$ cat config.mk
export PLATFORM = sky130hd
export DESIGN_NAME = ps2_host_tx
export DESIGN_NICKNAME = d
export VERILOG_FILES = /design/src/rtl/ps2_pkg.sv /design/src/rtl/ps2_sync_edge.sv /design/src/rtl/ps2_host_tx.sv
export SDC_FILE = /design/constraint.sdc
export NUM_CORES = 1
export LEC_CHECK = 0
export BUFFER_PORTS_ARGS = -buffer_cell sky130_fd_sc_hd__buf_2
export CAP_MARGIN = 20
export CORE_MARGIN = 2
export CORE_UTILIZATION = 54
export DETAILED_ROUTE_END_ITERATION = 8
export HOLD_SLACK_MARGIN = 0.12
export PLACE_DENSITY = 0.76
export SLEW_MARGIN = 20
export SYNTH_ARGS = -nofsm -noshare
export SYNTH_HDL_FRONTEND = slang
export SYNTH_SLANG_ARGS = --single-unit
$ cat constraint.sdc
create_clock -name clock -period 2 [get_ports clock]
set_input_delay 0.1 -clock clock [delete_from_list [all_inputs] [get_ports clock]]
set_output_delay 0.1 -clock clock [all_outputs]
set_load 0.05 [all_outputs]
$ cat src/rtl/ps2_pkg.sv
// Shared definitions for the PS/2 host transmit path: FSM states, frame
// fall indices and the parity helper.
package ps2_pkg;

  typedef enum logic [2:0] {
    IDLE      = 3'd0,
    INHIBIT   = 3'd1,
    REQ       = 3'd2,
    XMIT      = 3'd3,
    WAIT_IDLE = 3'd4
  } ps2_state_t;

  // Device clock falls counted from clock release to end of frame.
  localparam logic [3:0] FRAME_FALLS = 4'd11;
  localparam logic [3:0] ACK_FALL    = 4'd11;
  localparam logic [3:0] STOP_FALL   = 4'd10;
  localparam logic [3:0] PARITY_FALL = 4'd9;

  // PS/2 uses odd parity: the parity bit makes the count of ones odd.
  function automatic logic odd_parity(input logic [7:0] d);
    return ~^d;
  endfunction

endpackage

$ cat src/rtl/ps2_sync_edge.sv
// Two-flop synchronizers for the raw PS/2 clock and data lines plus a
// falling-edge detect on the synchronized clock. The receiver uses the same
// block so both directions see the lines with identical latency.
module ps2_sync_edge (
  input  logic i_clock,
  input  logic i_reset,
  input  logic i_ps2_clk,
  input  logic i_ps2_data,
  output logic o_clk_sync,
  output logic o_data_sync,
  output logic o_clk_fall
);

  logic r_clk_s1;
  logic r_clk_s2;
  logic r_clk_prev;
  logic r_data_s1;
  logic r_data_s2;

  // Synchronizer chains; idle lines are pulled high, so reset to 1.
  always_ff @(posedge i_clock) begin
    if (i_reset) begin
      r_clk_s1   <= 1'b1;
      r_clk_s2   <= 1'b1;
      r_clk_prev <= 1'b1;
      r_data_s1  <= 1'b1;
      r_data_s2  <= 1'b1;
    end else begin
      r_clk_s1   <= i_ps2_clk;
      r_clk_s2   <= r_clk_s1;
      r_clk_prev <= r_clk_s2;
      r_data_s1  <= i_ps2_data;
      r_data_s2  <= r_data_s1;
    end
  end

  assign o_clk_sync  = r_clk_s2;
  assign o_data_sync = r_data_s2;
  assign o_clk_fall  = r_clk_prev & ~r_clk_s2;

endmodule

$ cat src/rtl/ps2_host_tx.sv
// PS/2 host-to-device transmitter. Accepts one byte via valid/ready, inhibits
// the clock, issues the request-to-send, shifts data/parity/stop on device
// clock falls, samples the device ACK and reports done or timeout. Lines are
// open-drain: the *_oe outputs only request a pull-low.
//
// Handshake: a byte transfers on a rising clock edge where tx_valid and
// tx_ready are both 1. tx_ready is 1 only in IDLE; tx_valid is ignored at
// every other time, and nothing is queued.
module ps2_host_tx
  import ps2_pkg::*;
#(
  parameter int INHIBIT_CYCLES = 5000,
  parameter int TIMEOUT_CYCLES = 750000
) (
  input  logic       clock,
  input  logic       reset,
  input  logic       tx_valid,
  input  logic [7:0] tx_data,
  output logic       tx_ready,
  input  logic       ps2_clk,
  input  logic       ps2_data,
  output logic       ps2_clk_oe,
  output logic       ps2_data_oe,
  output logic       busy,
  output logic       done,
  output logic       ack_ok,
  output logic       timeout,
  output logic [2:0] dbg_state
);

  localparam int INH_W = $clog2(INHIBIT_CYCLES);
  localparam int WD_W  = $clog2(TIMEOUT_CYCLES);
  localparam logic [INH_W-1:0] INH_LAST = INH_W'(INHIBIT_CYCLES - 1);
  localparam logic [WD_W-1:0]  WD_LAST  = WD_W'(TIMEOUT_CYCLES - 1);

  logic w_clk_sync;
  logic w_data_sync;
  logic w_clk_fall;

  ps2_sync_edge u_sync (
    .i_clock     (clock),
    .i_reset     (reset),
    .i_ps2_clk   (ps2_clk),
    .i_ps2_data  (ps2_data),
    .o_clk_sync  (w_clk_sync),
    .o_data_sync (w_data_sync),
    .o_clk_fall  (w_clk_fall)
  );

  ps2_state_t       r_state,   w_state;
  logic [INH_W-1:0] r_inh_cnt, w_inh_cnt;
  logic [3:0]       r_bit_cnt, w_bit_cnt;
  logic [WD_W-1:0]  r_wdog,    w_wdog;
  logic [7:0]       r_data,    w_data;
  logic             r_parity,  w_parity;
  logic             r_ack,     w_ack;
  logic             r_tx_ready, w_tx_ready;
  logic             r_clk_oe,  w_clk_oe;
  logic             r_data_oe, w_data_oe;
  logic             r_busy,    w_busy;
  logic             r_done,    w_done;
  logic             r_ack_ok,  w_ack_ok;
  logic             r_timeout, w_timeout;
  logic [3:0]       w_bit_next;
  logic             w_wd_expire;

  assign w_bit_next  = r_bit_cnt + 4'd1;
  assign w_wd_expire = (r_wdog == WD_LAST);

  // Next-state and next-output logic; every output is registered, so the
  // values computed here appear the cycle after the deciding edge.
  always_comb begin
    w_state    = r_state;
    w_inh_cnt  = r_inh_cnt;
    w_bit_cnt  = r_bit_cnt;
    w_wdog     = r_wdog;
    w_data     = r_data;
    w_parity   = r_parity;
    w_ack      = r_ack;
    w_tx_ready = 1'b0;
    w_clk_oe   = 1'b0;
    w_data_oe  = 1'b0;
    w_busy     = 1'b1;
    w_done     = 1'b0;
    w_ack_ok   = 1'b0;
    w_timeout  = 1'b0;
    case (r_state)
      IDLE: begin
        w_busy     = 1'b0;
        w_tx_ready = 1'b1;
        if (tx_valid) begin
          w_state    = INHIBIT;
          w_data     = tx_data;
          w_parity   = odd_parity(tx_data);
          w_inh_cnt  = '0;
          w_clk_oe   = 1'b1;
          w_busy     = 1'b1;
          w_tx_ready = 1'b0;
        end
      end
      INHIBIT: begin
        w_clk_oe = 1'b1;
        if (r_inh_cnt == INH_LAST) begin
          w_state   = REQ;
          w_data_oe = 1'b1;
        end else begin
          w_inh_cnt = r_inh_cnt + 1'b1;
        end
      end
      REQ: begin
        // Start bit stays on the data line as the clock is released.
        w_state   = XMIT;
        w_data_oe = 1'b1;
        w_bit_cnt = '0;
        w_wdog    = '0;
      end
      XMIT: begin
        w_data_oe = r_data_oe;
        w_wdog    = r_wdog + 1'b1;
        if (w_wd_expire) begin
          w_state    = IDLE;
          w_data_oe  = 1'b0;
          w_timeout  = 1'b1;
          w_busy     = 1'b0;
          w_tx_ready = 1'b1;
        end else if (w_clk_fall) begin
          w_bit_cnt = w_bit_next;
          if (w_bit_next <= 4'd8) begin
            w_data_oe = ~r_data[r_bit_cnt[2:0]];
          end else if (w_bit_next == PARITY_FALL) begin
            w_data_oe = ~r_parity;
          end else if (w_bit_next == STOP_FALL) begin
            w_data_oe = 1'b0;
          end else begin
            // ACK_FALL: device pulls data low to acknowledge.
            w_data_oe = 1'b0;
            w_ack     = ~w_data_sync;
            w_state   = WAIT_IDLE;
          end
        end
      end
      WAIT_IDLE: begin
        w_wdog = r_wdog + 1'b1;
        if (w_wd_expire) begin
          w_state    = IDLE;
          w_timeout  = 1'b1;
          w_busy     = 1'b0;
          w_tx_ready = 1'b1;
        end else if (w_clk_sync && w_data_sync) begin
          w_state    = IDLE;
          w_done     = 1'b1;
          w_ack_ok   = r_ack;
          w_busy     = 1'b0;
          w_tx_ready = 1'b1;
        end
      end
      default: begin
        w_state    = IDLE;
        w_busy     = 1'b0;
        w_tx_ready = 1'b1;
      end
    endcase
  end

  // State, counters and registered outputs.
  always_ff @(posedge clock) begin
    if (reset) begin
      r_state    <= IDLE;
      r_inh_cnt  <= '0;
      r_bit_cnt  <= '0;
      r_wdog     <= '0;
      r_data     <= '0;
      r_parity   <= 1'b0;
      r_ack      <= 1'b0;
      r_tx_ready <= 1'b1;
      r_clk_oe   <= 1'b0;
      r_data_oe  <= 1'b0;
      r_busy     <= 1'b0;
      r_done     <= 1'b0;
      r_ack_ok   <= 1'b0;
      r_timeout  <= 1'b0;
    end else begin
      r_state    <= w_state;
      r_inh_cnt  <= w_inh_cnt;
      r_bit_cnt  <= w_bit_cnt;
      r_wdog     <= w_wdog;
      r_data     <= w_data;
      r_parity   <= w_parity;
      r_ack      <= w_ack;
      r_tx_ready <= w_tx_ready;
      r_clk_oe   <= w_clk_oe;
      r_data_oe  <= w_data_oe;
      r_busy     <= w_busy;
      r_done     <= w_done;
      r_ack_ok   <= w_ack_ok;
      r_timeout  <= w_timeout;
    end
  end

  assign tx_ready    = r_tx_ready;
  assign ps2_clk_oe  = r_clk_oe;
  assign ps2_data_oe = r_data_oe;
  assign busy        = r_busy;
  assign done        = r_done;
  assign ack_ok      = r_ack_ok;
  assign timeout     = r_timeout;
  assign dbg_state   = r_state;

endmodule

==> flow_metrics.env <==
export IMPL_path_class="register to register"
export IMPL_track_usage=0.236
export IMPL_cts_tree="built"
export IMPL_worstMarginPinSlew_ps=633
export IMPL_grt_pass1_wl_um=11600
export IMPL_p_sw_mw=0.592
export IMPL_io_buffers=22
export IMPL_comb_power_share=0.076
export IMPL_wl_um=6950
export IMPL_synth_edf_count=0
export IMPL_grt_max_degree=38
export IMPL_switching_share=0.236
export IMPL_final_cell_mix="55 x dfxtp_1, 39 x nand2_1, 37 x nor2_1"
export IMPL_avgRoutedWirePerCell_um=14.5
export IMPL_cts_setup_buffers=0
export IMPL_crit_path_end_kind="register"
export IMPL_die_x_um=79.2
export IMPL_syn_inst=354
export IMPL_ys_warn_count=0
export IMPL_area_growth_pct=19.1
export IMPL_finalCriticalPeriod_ps=1990
export IMPL_synth_seq_cells=62
export IMPL_h_tree_depth=3
export IMPL_ir_drop_mv=0.509
export IMPL_startpoint_type="register"
export IMPL_slew_viol_final=0
export IMPL_gp_congestion=0.824
export IMPL_p_int_mw=1.91
export IMPL_vias_per_cell=5.69
export IMPL_antenna_found_initial=0
export IMPL_fin_setup_tns_ps=0
export IMPL_status="finished clean"
export IMPL_timing_critical_path_slowest_stage_cell="or4b_4"
export IMPL_setup_viol=0
export IMPL_io_pins=23
export IMPL_critPathMaxStageDelay_ps=530
export IMPL_crit_family="simple AND/OR/NAND/NOR gates"
export IMPL_die_y_um=79.2
export IMPL_synth_cell_types=59
export IMPL_synth_area_sq_mm=0.00305
export IMPL_drt_initial_drc_count=268
export IMPL_relSlewSlack=0.578
export IMPL_placed_cells=452
export IMPL_dr_pass1_iters=4
export IMPL_nets=420
export IMPL_power_density_mw_per_mm2=689
export IMPL_grt_setup_unrepaired="true"
export IMPL_syn_avg_cell_area_sq_um=8.62
export IMPL_synth_flop_cell="dfxtp_1"
export IMPL_fmax_ghz=0.503
export IMPL_drcViolationCount=0
export IMPL_core_area_sq_mm=0.00547
export IMPL_place_area_sq_mm=0.00333
export IMPL_antenna_left=0
export IMPL_dieArea_sq_mm=0.00627
export IMPL_cts_root_buf="clkbuf_8"
export IMPL_design_area_sq_mm=0.00364
export IMPL_async_reset_ff_frac=0
export IMPL_synth_fp_nets=373
export IMPL_critPathMaxFanout=2
export IMPL_drv_cap=0
export IMPL_drive_gt1_frac=0.212
export IMPL_antenna_cells=0
export IMPL_post_route_period_util=0.995
export IMPL_hold_viol=0
export IMPL_vias=2722
export IMPL_arrival_ps=2230
export IMPL_crit_buf_inv=0
export IMPL_required_ps=2240
export IMPL_dp_hpwl_um=4790
export IMPL_leakagePower_nw=1.36
export IMPL_grt_pass1_vias=2577
export IMPL_grt_remaining_overflow=0
export IMPL_cts_buffer_depth=2
export IMPL_instances_no_fill=478
export IMPL_hold_path_class="input pin to register"
export IMPL_seqPwrFrac=0.511
export IMPL_placementRows=27
export IMPL_ys_seq_area_frac=0.407
export IMPL_mostFrequentLayoutCell="dfxtp_1"
export IMPL_clock_skew_ps=10.0
export IMPL_clock_sinks=62
export IMPL_worstSkewPairLatency_ps=340
export IMPL_clkPwrFrac=0.413
export IMPL_numCtsBuffers=9
export IMPL_clkTransAtPathRegs_ps=70
export IMPL_initial_core_util=0.558
export IMPL_worstPathCellList="or4b_4, or3_4, o21a_1, nor3b_4, mux2_4"
sequential cells by signal, summed over array words and instances (netlist names), 3 cells and up:
register,count
dbg_state,3
r_bit_cnt,4
r_data,8
r_inh_cnt,13
r_wdog,20
cells by family after synthesis:
family                     Yosys count  synth area share
AOI/OAI and AO/OA                   71             0.144
xor gates and xnor gates            18            0.0516
adders and majority gates            6            0.0246
buffers and inverters               23            0.0361
DFF                                 62             0.407
muxes                               11            0.0484
and+or+nand+nor                    163             0.289
synthesized netlist by cell type (6+ instances only):
library cell	number	area, sq um
dfxtp_1	62	1240
nand2_1	39	146
nor2_1	37	139
a21oi_1	28	140
clkbuf_1	14	52.6
nand4_1	13	81.3
nand3_1	10	50.1
o21ai_0	9	45.0
xnor2_1	9	78.8
xor2_1	9	78.8
a31oi_1	7	43.8
or3_1	7	43.8
ha_1	6	75.1
inv_1	6	22.5
o211ai_1	6	45.0
worst min-delay path, stage by stage:
cell       delay, ps
buf_2            130
nor2_1            90
a2bb2oi_1        160
o31ai_1           70
power groups by stage:
stage                     clock network [mW]  registers, mW  logic, mW
after floorplan                            0           1.32      0.108
after global placement                     0           1.31      0.172
after detailed placement                   0           1.31      0.175
after CTS                               1.06           1.28      0.190
after global routing                    1.12           1.28      0.208
final                                   1.03           1.28      0.191
cell type report:
class | count | area [sq um]
Timing Repair Buffer | 53 | 368
Sequential cell | 62 | 1250
Tap cell | 72 | 90.1
Clock inverter | 5 | 50.0
Fill cell | 458 | 1840
Inverter | 6 | 22.5
Multi-Input combinational cell | 269 | 1720
Clock buffer | 11 | 131
stage by stage:
step	setup slack, ps	power [mW]	util	hold WS, ps
6_report	10.7	2.50	0.664	252
5_1_grt	-40.2	2.61	0.664	278
4_1_cts	1.92	2.53	0.660	242
3_5_place_dp	-8.02	1.48	0.609	291
3_3_place_gp	33.7	1.48	0.609	287
2_1_floorplan	3.20	1.43	-	204
what timing repair did:
item / 4_1_cts / 5_1_grt
pin swaps: 1 / 5
endpoints found under the hold margin: 10 / 0
endpoints found under the setup margin: 3 / 7
gates resized for setup: 0 / 8
hold buffers: 10 / 0
metal layers:
layer | up-vias | part of all wire | track usage
li1 | 1364 | - | -
met1 | 1291 | 0.47 | 0.300
met2 | 59 | 0.47 | 0.371
met3 | 8 | 0.050 | 0.0705
met4 | 0 | 0.014 | 0.100
met5 | - | 0 | 0
path summary, 6_finish.rpt:
kind	from	endpoint	slack, ps	cells after the start
setup / recovery	r_wdog[15]	r_ack	10	5
hold / removal	tx_valid	dbg_state[0]	250	4
setup reg to reg	r_wdog[15]	r_ack	10	5
hold reg to reg	u_sync.r_data_s1	u_sync.o_data_sync	420	1
(Power assumes the default switching activity.)
